===== src/rtl/zapper_sense_if.sv =====
// zapper_sense_if: bundle between the light-gun front end and the game logic.
//
// Signals (direction as seen from the zapper_sense / master side):
//   frame_tick  in   one-cycle pulse at each frame boundary (VGA timing)
//   valid       in   active-video qualifier for the current pixel
//   enable      in   game is in play; the shot sequencer may leave IDLE only when high
//   trigger_raw in   raw trigger switch, active high, asynchronous
//   light_raw   in   raw photodiode comparator, asynchronous
//   trigger     out  debounced trigger level
//   detect      out  hit result, valid from WHITE until the first tick in HOLD
//   shot_active out  high whenever the sequencer is not IDLE
//   last_light  out  WHITE-frame lit-pixel count latched at WHITE exit
//   state_dbg   out  sequencer state (0 IDLE, 1 BLACK, 2 WHITE, 3 HOLD)
//
// Transfer semantics: there is no back-pressure. A pixel is consumed on every
// clock where valid=1 and frame_tick=0. The game samples detect on the
// frame_tick cycle that ends the WHITE frame. All outputs are registered.
interface zapper_sense_if #(
  parameter int COUNT_W = 19
);
  logic               frame_tick;
  logic               valid;
  logic               enable;
  logic               trigger_raw;
  logic               light_raw;
  logic               trigger;
  logic               detect;
  logic               shot_active;
  logic [COUNT_W-1:0] last_light;
  logic [1:0]         state_dbg;

  modport master (
    input  frame_tick, valid, enable, trigger_raw, light_raw,
    output trigger, detect, shot_active, last_light, state_dbg
  );

  modport slave (
    output frame_tick, valid, enable, trigger_raw, light_raw,
    input  trigger, detect, shot_active, last_light, state_dbg
  );
endinterface


===== src/rtl/zapper_sense.sv =====
// zapper_sense: light-gun front end on the pixel clock.
//
// Synchronises the trigger switch and photodiode, debounces the trigger, and
// runs a frame-locked shot sequencer IDLE -> BLACK -> WHITE -> HOLD. A hit is
// reported only when the BLACK frame stayed dark and the WHITE frame was
// bright, which rejects a gun pointed at a lamp.
//
// Ports:
//   clk  pixel clock
//   rst  asynchronous, active-low reset
//   zs   zapper_sense_if.master (frame_tick, valid, enable, trigger_raw,
//        light_raw in; trigger, detect, shot_active, last_light, state_dbg out)
module zapper_sense #(
  parameter int DEBOUNCE_CYCLES  = 250000,
  parameter int COUNT_W          = 19,
  parameter int DARK_MAX         = 16,
  parameter int LIGHT_MIN        = 200,
  parameter int LIGHT_ACTIVE_LOW = 1
) (
  input  logic           clk,
  input  logic           rst,
  zapper_sense_if.master zs
);

  localparam int DB_W = (DEBOUNCE_CYCLES > 2) ? $clog2(DEBOUNCE_CYCLES) : 1;
  localparam logic [DB_W-1:0]    DB_LAST     = DB_W'(DEBOUNCE_CYCLES - 1);
  localparam logic [COUNT_W-1:0] DARK_MAX_C  = COUNT_W'(DARK_MAX);
  localparam logic [COUNT_W-1:0] LIGHT_MIN_C = COUNT_W'(LIGHT_MIN);

  typedef enum logic [1:0] {
    IDLE  = 2'd0,
    BLACK = 2'd1,
    WHITE = 2'd2,
    HOLD  = 2'd3
  } state_t;

  state_t             state, state_next;
  logic               trig_s1, trig_s2, light_s1, light_s2;
  logic               lit;
  logic [DB_W-1:0]    db_cnt;
  logic               trigger_q;
  logic [COUNT_W-1:0] light_cnt;
  logic               dark_ok;
  logic               detect_q;
  logic               shot_active_q;
  logic [COUNT_W-1:0] last_light_q;

  // Two-flop synchronisers for both asynchronous pins.
  always_ff @(posedge clk or negedge rst) begin
    if (!rst) begin
      trig_s1  <= 1'b0;
      trig_s2  <= 1'b0;
      light_s1 <= 1'b0;
      light_s2 <= 1'b0;
    end else begin
      trig_s1  <= zs.trigger_raw;
      trig_s2  <= trig_s1;
      light_s1 <= zs.light_raw;
      light_s2 <= light_s1;
    end
  end

  assign lit = (LIGHT_ACTIVE_LOW != 0) ? ~light_s2 : light_s2;

  // Debounce: the counter only runs while the synchronised input disagrees
  // with the published level, so any disagreement shorter than
  // DEBOUNCE_CYCLES is discarded.
  always_ff @(posedge clk or negedge rst) begin
    if (!rst) begin
      db_cnt    <= '0;
      trigger_q <= 1'b0;
    end else if (trig_s2 == trigger_q) begin
      db_cnt <= '0;
    end else if (db_cnt == DB_LAST) begin
      trigger_q <= trig_s2;
      db_cnt    <= '0;
    end else begin
      db_cnt <= db_cnt + 1'b1;
    end
  end

  // Per-frame lit-pixel counter. The tick-cycle sample belongs to neither
  // frame and is dropped; the counter saturates instead of wrapping.
  always_ff @(posedge clk or negedge rst) begin
    if (!rst) begin
      light_cnt <= '0;
    end else if (zs.frame_tick) begin
      light_cnt <= '0;
    end else if (zs.valid && lit && !(&light_cnt)) begin
      light_cnt <= light_cnt + 1'b1;
    end
  end

  // Sequencer state register; shot_active is registered alongside it.
  always_ff @(posedge clk or negedge rst) begin
    if (!rst) begin
      state         <= IDLE;
      shot_active_q <= 1'b0;
    end else begin
      state         <= state_next;
      shot_active_q <= (state_next != IDLE);
    end
  end

  // Transitions happen only at frame boundaries. enable gates only the IDLE
  // exit, so a shot in progress always runs to completion.
  always_comb begin
    state_next = state;
    if (zs.frame_tick) begin
      case (state)
        IDLE:    if (zs.enable && trigger_q) state_next = BLACK;
        BLACK:   state_next = WHITE;
        WHITE:   state_next = HOLD;
        HOLD:    if (!trigger_q) state_next = IDLE;
        default: state_next = IDLE;
      endcase
    end
  end

  // Shot datapath. detect rises inside WHITE once enough light is seen after
  // a dark BLACK frame, stays up across the tick ending WHITE so the game
  // can sample it, and drops at the first tick in HOLD.
  always_ff @(posedge clk or negedge rst) begin
    if (!rst) begin
      dark_ok      <= 1'b0;
      last_light_q <= '0;
      detect_q     <= 1'b0;
    end else begin
      if (zs.frame_tick && state == BLACK) dark_ok      <= (light_cnt <= DARK_MAX_C);
      if (zs.frame_tick && state == WHITE) last_light_q <= light_cnt;
      if (zs.frame_tick && state == HOLD)  detect_q     <= 1'b0;
      if (state == WHITE && dark_ok && light_cnt >= LIGHT_MIN_C) detect_q <= 1'b1;
    end
  end

  assign zs.trigger     = trigger_q;
  assign zs.detect      = detect_q;
  assign zs.shot_active = shot_active_q;
  assign zs.last_light  = last_light_q;
  assign zs.state_dbg   = state;

endmodule

===== src/flat_wrapper.sv =====
// flat-port wrapper written by rule: the top's interface ports become plain ports
module zapper_sense_flat 
#(
  parameter int DEBOUNCE_CYCLES  = 250000,
  parameter int COUNT_W          = 19,
  parameter int DARK_MAX         = 16,
  parameter int LIGHT_MIN        = 200,
  parameter int LIGHT_ACTIVE_LOW = 1
)
  (clk, rst, zs_frame_tick, zs_valid, zs_enable, zs_trigger_raw, zs_light_raw, zs_trigger, zs_detect, zs_shot_active, zs_last_light, zs_state_dbg);
  zapper_sense_if #(.COUNT_W(COUNT_W)) zs_i ();
  input  logic clk;
  input  logic rst;
  input wire logic [$bits(zs_i.frame_tick)-1:0] zs_frame_tick;
  input wire logic [$bits(zs_i.valid)-1:0] zs_valid;
  input wire logic [$bits(zs_i.enable)-1:0] zs_enable;
  input wire logic [$bits(zs_i.trigger_raw)-1:0] zs_trigger_raw;
  input wire logic [$bits(zs_i.light_raw)-1:0] zs_light_raw;
  output wire logic [$bits(zs_i.trigger)-1:0] zs_trigger;
  output wire logic [$bits(zs_i.detect)-1:0] zs_detect;
  output wire logic [$bits(zs_i.shot_active)-1:0] zs_shot_active;
  output wire logic [$bits(zs_i.last_light)-1:0] zs_last_light;
  output wire logic [$bits(zs_i.state_dbg)-1:0] zs_state_dbg;
  assign zs_i.frame_tick = zs_frame_tick;
  assign zs_i.valid = zs_valid;
  assign zs_i.enable = zs_enable;
  assign zs_i.trigger_raw = zs_trigger_raw;
  assign zs_i.light_raw = zs_light_raw;
  assign zs_trigger = zs_i.trigger;
  assign zs_detect = zs_i.detect;
  assign zs_shot_active = zs_i.shot_active;
  assign zs_last_light = zs_i.last_light;
  assign zs_state_dbg = zs_i.state_dbg;
  zapper_sense #(.DEBOUNCE_CYCLES(DEBOUNCE_CYCLES), .COUNT_W(COUNT_W), .DARK_MAX(DARK_MAX), .LIGHT_MIN(LIGHT_MIN), .LIGHT_ACTIVE_LOW(LIGHT_ACTIVE_LOW)) u_core (.clk(clk), .rst(rst), .zs(zs_i));
endmodule

===== config.mk =====
export PLATFORM = sky130hd
export DESIGN_NAME = zapper_sense_flat
export DESIGN_NICKNAME = d
export VERILOG_FILES = /design/src/rtl/zapper_sense_if.sv /design/src/rtl/zapper_sense.sv /design/src/flat_wrapper.sv
export SDC_FILE = /design/constraint.sdc
export NUM_CORES = 1
export LEC_CHECK = 0
export CELL_PAD_IN_SITES_DETAIL_PLACEMENT = 0
export CELL_PAD_IN_SITES_GLOBAL_PLACEMENT = 1
export CORE_AREA = 3 3 93 95
export CTS_CLUSTER_DIAMETER = 80
export CTS_CLUSTER_SIZE = 14
export DETAILED_ROUTE_END_ITERATION = 10
export DIE_AREA = 0 0 96 98
export HOLD_SLACK_MARGIN = 0.03
export PLACE_DENSITY = 0.78
export SLEW_MARGIN = 10
export SYNTH_ARGS = -nofsm -noshare
export SYNTH_HDL_FRONTEND = slang
export SYNTH_SLANG_ARGS = --single-unit

===== constraint.sdc =====
create_clock -name clk -period 1.8 [get_ports clk]
set_input_delay 0.27 -clock clk [delete_from_list [all_inputs] [get_ports clk]]
set_output_delay 0.27 -clock clk [all_outputs]
set_load 0.01 [all_outputs]

==> tab_implementation.tex <==
\begin{tabular}{lr}
\hline
Metric & Value \\
\hline
\multicolumn{2}{l}{\textbf{Layout}} \\
FILL cells & 726 \\
Footprint of the flip-flops and latches & 1652 um\^{}2 \\
Most frequent cells in the layout & 66 x dfrtp\_1, 43 x nor2\_1, 29 x clkdlybuf4s50\_1 \\
Number of inserted diodes & 0 \\
Multi-input gate area in the final layout & 1379 um\^{}2 \\
Final design instance area without fill & 3895 um\^{}2 \\
Layout cells sized above 1 & 21.45\% \\
Most common library cell in the layout ignoring fill and taps & dfrtp\_1 \\
Syn-to-layout area delta & 25.63\% \\
Final core utilization & 49.89\% \\
Net total in the final layout & 350 \\
\multicolumn{2}{l}{\textbf{Power}} \\
Overall power of the completed layout & 0.003317 W \\
Static power due to leakage & 1.728 nW \\
Total power per unit cell area & 851.6 nW/um\^{}2 \\
Peak supply drop & 0.7068 mV \\
\multicolumn{2}{l}{\textbf{Routing}} \\
Post-detailed-route DRC marker count & 0 \\
Met3 Wirelength & 230 um \\
Initial drt markers & 101 \\
Wire length on met2 & 2892 um \\
Iteration count of the initial detailed-routing pass & 4 \\
Length of routed wiring on met1 & 3268 um \\
Wire length per cell after detailed routing & 14.57 um \\
Via count normalized by instance count & 5.069 \\
Number of nets with antenna violations after detailed routing & 0 \\
WL final & 6511 um \\
Vias & 2266 \\
Topmost layer with routed signal wires & met4 \\
\multicolumn{2}{l}{\textbf{Floorplan}} \\
Core Region & 7807 um\^{}2 \\
Initial Util & 39.71\% \\
Die height & 98 um \\
Total die area & 9408 um\^{}2 \\
\# IOs & 31 \\
Standard-cell rows & 32 \\
Die width & 96 um \\
\multicolumn{2}{l}{\textbf{Timing}} \\
Worst hold margin & 0.3497 ns \\
Worst-margin pin slew & 0.5502 ns \\
Crit share post-route & 95.85\% \\
Clock skew after layout & 0.01121 ns \\
Number of hold violations in the final report & 0 \\
Min cycle time layout & 1.725 ns \\
Final setup violation count & 0 \\
Rel. slew slack & 63.32\% \\
Setup TNS & 0 ns \\
Maximum operating frequency & 579.6 MHz \\
RSZ-0062 raised after global routing & false \\
Number of max-slew violations in the final report & 0 \\
\multicolumn{2}{l}{\textbf{Placement}} \\
DP HPWL & 4714 um \\
Quantity of I/O buffers inserted on ports & 30 \\
Cell area after placement & 3656 um\^{}2 \\
Global placer's final weighted congestion & 0.8219 \\
\multicolumn{2}{l}{\textbf{Yosys}} \\
Gate count of the mapped netlist & 285 \\
Multiplexer share of the synthesized area & 6.860\% \\
Post-synth ARST share & 100.0\% \\
Warnings from Yosys & 0 \\
Number of enable-type register cells in the synthesized netlist & 0 \\
Share of synthesized area occupied by flip-flops and latches & 53.27\% \\
Fraction of the mapped netlist area in simple logic gates & 20.70\% \\
Number of distinct library cell variants in the gate-level netlist after synthesis & 45 \\
Post-synthesis adder-cell area fraction & 1.211\% \\
Parity-gate share of the synthesized area counting xor and xnor cells & 9.040\% \\
Net count of the mapped netlist & 295 \\
Post-Syn Area per Cell & 10.88 um\^{}2 \\
Combinational family with the most area after synthesis & simple AND/OR/NAND/NOR gates \\
Mapped cell area & 3100 um\^{}2 \\
Post-synthesis register bit count & 66 \\
Synth Area in Compound Gates & 5.609\% \\
Main synth FF type & dfrtp\_1 \\
\multicolumn{2}{l}{\textbf{Global routing}} \\
Wire length of the first global-routing pass & 11290 um \\
Antenna violations before repair & 0 \\
Via count of the first global-routing pass & 2231 \\
Overflow after GRT & 0 \\
Pin count of the biggest net entering global routing & 35 \\
GRT Overall Usage & 15.25\% \\
\multicolumn{2}{l}{\textbf{Critical path}} \\
Crit. End Element & flop \\
Worst path max stage delay & 0.40 ns \\
Worst-path cell with the longest stage delay & dfrtp\_1 \\
Signal arrival time at the worst endpoint & 1.96 ns \\
Critical Path, Cell by Cell & ha\_1 -> and3\_4 -> and4\_4 -> or3\_1 -> xor2\_1 -> nor2\_1 \\
Worst setup path class & reg -> reg \\
Maximum fanout along the worst path & 8 \\
Required time worst endpoint & 2.03 ns \\
Sort of element at the start of the critical path & flop \\
\multicolumn{2}{l}{\textbf{Clock network}} \\
CTS clk-pin slew, worst paths & 0.07 ns \\
Cell chosen for the clock root & clkbuf\_8 \\
Clock tree from TritonCTS & built \\
Count of buffers added by post-CTS timing repair for setup & 0 \\
Htree depth & 3 \\
Clock insertion delay at the later pin of the skew report & 0.34 ns \\
Inserted Clock Buffers & 9 \\
Clk sinks & 66 \\
Buffers from clock root to sink, at most & 2 \\
\multicolumn{2}{l}{\textbf{Run}} \\
Number of max-cap violations & 0 \\
\multicolumn{2}{l}{\textbf{Outcome}} \\
Status & finished clean \\
\multicolumn{2}{l}{\textbf{Hold path}} \\
Path class of the lowest-slack min-delay path & reg -> reg \\
\hline
\end{tabular}
-- flip-flops by register name (all words and copies together) (netlist names) --
name / cells
u_core.zs.trigger: 1
u_core.zs.detect: 1
u_core.zs.shot_active: 1
u_core.light_s2: 1
u_core.light_cnt: 19
u_core.dark_ok: 1
u_core.zs.last_light: 19
u_core.light_s1: 1
u_core.trig_s2: 1
u_core.trig_s1: 1
u_core.db_cnt: 18
u_core.zs.state_dbg: 2
-- timing repair --
| item | in CTS | in global routing |
|---|---|---|
| gates resized for setup | 0 | 5 |
| endpoints found under the setup margin | 0 | 18 |
| hold endpoints to repair | 22 | 0 |
| hold buffers | 1 | 0 |
-- final cells by class --
cell class	instances	area share, %
tap	102	3.277
multi-input combinational	201	35.40
inverter	6	0.5782
clock buffer	12	3.726
clock inverter	4	1.317
sequential	66	42.40
timing repair buffer	56	13.30
-- metal layers --
metal | track usage [%] | vias to the layer above
met5 | 0 | -
met4 | 5.580 | 0
met3 | 4.083 | 12
met2 | 21.19 | 45
met1 | 22.66 | 1097
li1 | - | 1112
-- critical path: cells and delay by family (launching register included) --
kind | cells | cell delay, ns
XOR/XNOR | 1 | 0.14
adder cells (fa/ha/maj) | 1 | 0.24
AND/OR/NAND/NOR | 4 | 0.82
flip-flops | 1 | 0.40
-- worst paths after layout --
check / from / endpoint / slack [ns] / cells past startpoint
setup / recovery: u_core.light_cnt[0] / u_core.light_cnt[9] / 0.07 / 6
hold / removal: u_core.light_s1 / u_core.light_s2 / 0.35 / 0
setup reg to reg: u_core.light_cnt[0] / u_core.light_cnt[9] / 0.07 / 6
hold reg to reg: u_core.light_s1 / u_core.light_s2 / 0.35 / 0
max in group asynchronous: rst / u_core.db_cnt[15] / 0.77 / 3
min in group asynchronous: rst / u_core.db_cnt[0] / 0.45 / 2
-- through the flow --
stage	setup WS [ns]	std cells
6_report	0.07463	447
5_1_grt	0.005178	447
2_1_floorplan	0.04157	285
3_3_place_gp	-0.05447	430
3_5_place_dp	-0.1104	430
4_1_cts	0.03853	447
-- synthesized netlist by cell type (4+ instances only) --
| cell type | count | area, um^2 |
|---|---|---|
| dfrtp_1 | 66 | 1652 |
| nor2_1 | 44 | 165.2 |
| nand2_1 | 20 | 75.07 |
| mux2_2 | 18 | 202.7 |
| xor2_1 | 18 | 157.7 |
| nand4_1 | 15 | 93.84 |
| xnor2_1 | 14 | 122.6 |
| nand3_1 | 9 | 45.04 |
| a21oi_1 | 8 | 40.04 |
| inv_1 | 6 | 22.52 |
| nor4_1 | 6 | 37.54 |
| and2_1 | 4 | 25.02 |
| buf_2 | 4 | 20.02 |
-- cell families after synthesis --
family / after synthesis
AO/OA/AOI/OAI: 25
buffers and inverters: 18
XOR/XNOR: 32
flip-flops: 66
AND/OR/NAND/NOR: 122
multiplexers: 19
adder cells (fa/ha/maj): 3
-- power breakdown --
| part | leakage, nW | total (W) | switching (W) | internal, W |
|---|---|---|---|---|
| clock | 0.0966 | 0.00124 | 0.000566 | 0.000679 |
| combinational | 0.733 | 0.000458 | 0.000231 | 0.000226 |
| sequential | 0.899 | 0.00161 | 0.0000618 | 0.00155 |
| total | 1.73 | 0.00332 | 0.000859 | 0.00246 |
No activity file was read; power rests on OpenSTA's default activity.
==> RTL edit 1: new RTL, same flow settings <==
`DEBOUNCE_CYCLES` is set to 250000 in 2 places; all go to 62500.
--- a/src/rtl/zapper_sense.sv
+++ b/src/rtl/zapper_sense.sv
@@ -11,7 +11,7 @@
 //   zs   zapper_sense_if.master (frame_tick, valid, enable, trigger_raw,
 //        light_raw in; trigger, detect, shot_active, last_light, state_dbg out)
 module zapper_sense #(
-  parameter int DEBOUNCE_CYCLES  = 250000,
+  parameter int DEBOUNCE_CYCLES  = 62500,
   parameter int COUNT_W          = 19,
   parameter int DARK_MAX         = 16,
   parameter int LIGHT_MIN        = 200,
--- a/src/flat_wrapper.sv
+++ b/src/flat_wrapper.sv
@@ -1,7 +1,7 @@
 // flat-port wrapper written by rule: the top's interface ports become plain ports
 module zapper_sense_flat 
 #(
-  parameter int DEBOUNCE_CYCLES  = 250000,
+  parameter int DEBOUNCE_CYCLES  = 62500,
   parameter int COUNT_W          = 19,
   parameter int DARK_MAX         = 16,
   parameter int LIGHT_MIN        = 200,
Function: no difference found for any inputs over 10 cycles, from zero or initial values and one cycle with rst low; that may be too few to reach the edited logic, so the function may still have changed.
==> RTL edit 1 against the original RTL <==
Power is 1.9% higher. Setup slack worse by 0.029 ns. First-iteration DRC count is 5.9% higher. Final area is 1.4% higher. Routed wire length is 1.4% higher. Sequential cell count is 2 lower. Via count is 1.2% higher. Area after synthesis is 4.5% lower. Global-route usage is 0.39 points higher. Critical endpoint is now u_core.light_cnt[17]$_DFFE_PN0P_. Largest power group unchanged.
==> RTL edit 1: results (changes against the original RTL) <==
HP Class - reg -> reg (unchanged)
Post-synth top cells - 64 x dfrtp_1, 32 x nor2_1, 26 x nand2_1 (was 66 x dfrtp_1, 44 x nor2_1, 20 x nand2_1)
clock-pin slew on the worst setup and hold paths - 0.07 ns (about the same)
H-Tree Depth - 3 (unchanged)
Detail Route Antenna Nets - 0 (unchanged)
clock latency on the worst-skew pair - 0.34 ns (about the same)
leakage - 1.76 nW (was 1.73 nW)
HPWL Detailed - 4690 µm (was 4710 µm)
IO buf count - 30 (unchanged)
Tot GR Track Use - 0.156 (was 0.153)
largest net degree at the start of global routing - 36 (was 35)
vias in the first global route - 2453 (was 2231)
warnings from Yosys - 0 (unchanged)
synth top area cells - dfrtp_1 54%, mux2_2 6.5%, xor2_1 4.1% (was dfrtp_1 53%, mux2_2 6.5%, nor2_1 5.3%)
Critical Path AT - 2.02 ns (was 1.96 ns)
Placer Congestion - 0.819 (was 0.822)
vias - 2294 (was 2266)
# diodes - 0 (unchanged)
CP max-delay cell - or4_4 (was dfrtp_1)
Post-Route WL - 6600 µm (was 6510 µm)
Netlist cell types - 42 (was 45)
Post-synth ARST share - 1.00 (unchanged)
maximum clock path buffer count - 2 (unchanged)
crit-path max FO - 6 (was 8)
slowest cell delay on critical path - 0.45 ns (was 0.40 ns)
initial antenna violation count - 0 (unchanged)
first-pass GRT wire length - 11600 µm (was 11300 µm)
register area share after synthesis - 0.541 (was 0.533)
final net count - 355 (was 350)
cell count after synthesis - 274 (was 285)
1st-iter DRT viols - 107 (was 101)
status - finished, final reports clean (unchanged)
CP delay by family, top - simple AND/OR/NAND/NOR gates (unchanged)
cts bufs inserted - 9 (unchanged)
actual transition at the worst max-transition pin - 0.544 ns (was 0.550 ns)
Max VDD drop - 0.000713 V (was 0.000707 V)
share of layout cells above drive strength 1 - 0.280 (was 0.214)
syn nets - 284 (was 295)
DR pass1 iterations - 4 (unchanged)
CTS root buf - clkbuf_8 (unchanged)
clk_skew - 0.0107 ns (was 0.0112 ns)
via/cell ratio - 5.08 (was 5.07)
placed cells - 431 (was 430)
==> RTL edit 1: cells by family (layout without fill, tap and decap cells) <==
group	after synthesis	in the layout	synth area share
simple gates	117	117	0.213
flops	64	64	0.541
compound gates	34	35	0.0735
xor+xnor	23	23	0.0680
mux	18	18	0.0680
buf+inv	15	90	0.0232
fa+ha+maj	3	3	0.0127
==> RTL edit 1: worst paths after layout <==
| check | depth (start not counted) | start | endpoint | slack (ns) |
|---|---|---|---|---|
| min | 0 | u_core.trig_s1$_DFF_PN0_ | u_core.trig_s2$_DFF_PN0_ | 0.35 |
| max reg2reg | 5 | u_core.light_cnt[10]$_DFFE_PN0P_ | u_core.light_cnt[17]$_DFFE_PN0P_ | 0.05 |
| max | 5 | u_core.light_cnt[10]$_DFFE_PN0P_ | u_core.light_cnt[17]$_DFFE_PN0P_ | 0.05 |
| min in group asynchronous | 2 | rst | u_core.light_cnt[0]$_DFFE_PN0P_ | 0.48 |
| min reg2reg | 0 | u_core.trig_s1$_DFF_PN0_ | u_core.trig_s2$_DFF_PN0_ | 0.35 |
| max in group asynchronous | 3 | rst | u_core.db_cnt[13]$_DFF_PN0_ | 0.74 |
==> RTL edit 1: layout make-up <==
cell class	instances	area (µm²)
Fill cell	721	3860
Sequential cell	64	1600
Multi-Input combinational cell	196	1370
Timing Repair Buffer	68	608
Clock buffer	11	141
Tap cell	102	128
Clock inverter	5	80.1
Inverter	6	22.5
==> RTL edit 1: timing repair <==
item	CTS	global route
hold buffers	1	0
endpoints found under the setup margin	1	12
gates cloned	1	0
gates resized for setup	2	16
endpoints found under the hold margin	21	0
pin swaps	1	3
buffers inserted	0	3
==> RTL edit 1: where the power goes <==
group | switching [mW] | total, mW | internal (mW) | leakage, nW
clock network | 0.543 | 1.36 | 0.815 | 0.106
registers | 0.0652 | 1.57 | 1.51 | 0.871
logic | 0.223 | 0.450 | 0.227 | 0.786
==> RTL edit 1: through the flow <==
step	hold slack, ns	instance area, µm²	setup slack, ns	total power, mW
3_3_place_gp	0.280	3620	-0.108	2.04
5_1_grt	0.345	3950	-0.0300	3.56
3_5_place_dp	0.286	3620	-0.169	2.06
2_1_floorplan	-0.0256	2960	0.0527	1.81
4_1_cts	0.345	3870	0.0191	3.44
6_report	0.352	3950	0.0456	3.38
==> RTL edit 1: metal layers <==
metal	global-route usage	up-vias	part of all wire
met3	0.0539	12	0.042
met2	0.245	35	0.48
met4	0.0481	0	0.025
li1	-	1112	-
met5	0	-	0
met1	0.203	1135	0.45
==> RTL edit 2: new RTL, config.mk and constraints unchanged <==
Made on the original files. Reset style: synchronous (`rst`), changed in 5 clocked blocks. Comments in the files are not updated.
--- a/src/rtl/zapper_sense.sv
+++ b/src/rtl/zapper_sense.sv
@@ -46,7 +46,7 @@
   logic [COUNT_W-1:0] last_light_q;
 
   // Two-flop synchronisers for both asynchronous pins.
-  always_ff @(posedge clk or negedge rst) begin
+  always_ff @(posedge clk) begin
     if (!rst) begin
       trig_s1  <= 1'b0;
       trig_s2  <= 1'b0;
@@ -65,7 +65,7 @@
   // Debounce: the counter only runs while the synchronised input disagrees
   // with the published level, so any disagreement shorter than
   // DEBOUNCE_CYCLES is discarded.
-  always_ff @(posedge clk or negedge rst) begin
+  always_ff @(posedge clk) begin
     if (!rst) begin
       db_cnt    <= '0;
       trigger_q <= 1'b0;
@@ -81,7 +81,7 @@
 
   // Per-frame lit-pixel counter. The tick-cycle sample belongs to neither
   // frame and is dropped; the counter saturates instead of wrapping.
-  always_ff @(posedge clk or negedge rst) begin
+  always_ff @(posedge clk) begin
     if (!rst) begin
       light_cnt <= '0;
     end else if (zs.frame_tick) begin
@@ -92,7 +92,7 @@
   end
 
   // Sequencer state register; shot_active is registered alongside it.
-  always_ff @(posedge clk or negedge rst) begin
+  always_ff @(posedge clk) begin
     if (!rst) begin
       state         <= IDLE;
       shot_active_q <= 1'b0;
@@ -120,7 +120,7 @@
   // Shot datapath. detect rises inside WHITE once enough light is seen after
   // a dark BLACK frame, stays up across the tick ending WHITE so the game
   // can sample it, and drops at the first tick in HOLD.
-  always_ff @(posedge clk or negedge rst) begin
+  always_ff @(posedge clk) begin
     if (!rst) begin
       dark_ok      <= 1'b0;
       last_light_q <= '0;
Formal check against the unedited RTL: same outputs for any inputs over 10 cycles, from zero or initial values and one cycle with rst low; that may be too few to reach the edited logic, so the function may still have changed.
==> RTL edit 2 against the original RTL <==
Die area stayed put. Area after synthesis is 5.5% lower. First-iteration DRC count shrank 5.0%. Sequential cell count unchanged. Final area is 4.9% lower. Sequential share of layout area down 6.8 points. Setup slack improved by 0.027 ns. Count of clock-buffer cells in the layout fell by 1. Via count up 4.6%. Routed wire length decreased by 4.2%. Maximum frequency up 1.6%.
Power is not compared: it rests on default switching activity, and its combinational part moved more than twofold at a synthesized area within 25%.
==> RTL edit 2: results (changes against the original RTL) <==
status - finished, final reports clean (unchanged)
Post-synth ARST share - 0 (was 1.00)
DP Worst Slack - 0.00562 ns (was -0.110 ns)
minimum hold slack - 0.437 ns (was 0.350 ns)
leakage - 1.27 nW
vias in the first global route - 2248 (was 2231)
CP max-delay cell - dfxtp_1 (was dfrtp_1)
slowest cell delay on critical path - 0.36 ns (was 0.40 ns)
CP delay by family, top - compound AO/OA/AOI/OAI gates (was simple AND/OR/NAND/NOR gates)
Post-synth top cells - 66 x dfxtp_1, 52 x nand2_1, 41 x nor2_1 (was 66 x dfrtp_1, 44 x nor2_1, 20 x nand2_1)
mux share of post-synthesis cell area - 0.00683 (was 0.0686)
routed wire length on met3 - 270 µm (was 230 µm)
vias - 2371 (was 2266)
hold endpoint - u_core.trig_s2$_SDFF_PN0_ (was u_core.light_s2$_DFF_PN0_)
1st-iter DRT viols - 96 (was 101)
wire length on met1 - 3300 µm (was 3270 µm)
WHS Path Cells - 1 (was 0)
grt met1 use - 0.194 (was 0.227)
post-synthesis adder-cell area fraction - 0.0128 (was 0.0121)
flop2flop setup slack - 0.10 ns (was 0.07 ns)
register area share after synthesis - 0.451 (was 0.533)
crit-path max FO - 11 (was 8)
final net count - 392 (was 350)
GR Util met2 - 0.198 (was 0.212)
# fillers - 749 (was 726)
actual transition at the worst max-transition pin - 0.426 ns (was 0.550 ns)
Netlist cell types - 42 (was 45)
Tot GR Track Use - 0.138 (was 0.153)
first-pass GRT wire length - 10400 µm (was 11300 µm)
clk_skew - 0.0148 ns (was 0.0112 ns)
Worst R2R End - u_core.light_cnt[6]$_SDFFE_PP0P_ (was u_core.light_cnt[9]$_DFFE_PN0P_)
syn nets - 345 (was 295)
DR WL met2 - 2600 µm (was 2890 µm)
HPWL Detailed - 4390 µm (was 4710 µm)
worst r2r src - u_core.light_cnt[0]$_SDFFE_PP0P_ (was u_core.light_cnt[0]$_DFFE_PN0P_)
largest net degree at the start of global routing - 23 (was 35)
placed cell areas - 0.00344 mm² (was 0.00366 mm²)
post-synthesis compound-gate area fraction - 0.120 (was 0.0561)
Post-Synth XOR/XNOR Area - 0.0927 (was 0.0904)
Critical Path AT - 1.93 ns (was 1.96 ns)
synth top area cells - dfxtp_1 45%, xnor2_1 7.8%, nand2_1 6.7% (was dfrtp_1 53%, mux2_2 6.5%, nor2_1 5.3%)
-- RTL edit 2: worst max path at each step --
stage                                                start                           endpoint  slack [ns]
after detailed placement                          zs_valid  u_core.light_cnt[16]$_SDFFE_PP0P_       0.006
after floorplan           u_core.light_cnt[0]$_SDFFE_PP0P_  u_core.light_cnt[15]$_SDFFE_PP0P_        0.15
after global placement                            zs_valid   u_core.light_cnt[6]$_SDFFE_PP0P_        0.04
after global routing           u_core.db_cnt[5]$_SDFF_PP0_       u_core.db_cnt[17]$_SDFF_PP0_      -0.008
final                     u_core.light_cnt[0]$_SDFFE_PP0P_   u_core.light_cnt[6]$_SDFFE_PP0P_        0.10
after CTS                 u_core.light_cnt[0]$_SDFFE_PP0P_   u_core.light_cnt[6]$_SDFFE_PP0P_        0.10
-- RTL edit 2: cell type report --
class                           instances  area, µm²  area share
Clock buffer                           11        141      0.0382
Clock inverter                          5       77.6      0.0209
Timing Repair Buffer                   53        485       0.131
Tap cell                              102        128      0.0344
Inverter                                8       30.0     0.00810
Sequential cell                        66       1320       0.357
Multi-Input combinational cell        244       1520       0.411
-- RTL edit 2: stage by stage --
stage                     std cells  setup TNS, ns  power, mW
after CTS                       488              0       3.00
final                           489              0       2.97
after floorplan                 335              0       1.57
after detailed placement        472              0       1.62
after global routing            489        -0.0139       3.07
after global placement          472              0       1.62
-- RTL edit 2: what timing repair did --
item                       CTS  global route
setup endpoints to repair    0            22
resized for setup            0             5
buffers inserted             0             1
-- RTL edit 2: power breakdown --
group | switching, mW | total [mW] | internal [mW]
Clock | 0.567 | 1.38 | 0.814
Combinational | 0.0532 | 0.106 | 0.0529
Sequential | 0.00914 | 1.48 | 1.47
Total | 0.629 | 2.97 | 2.34
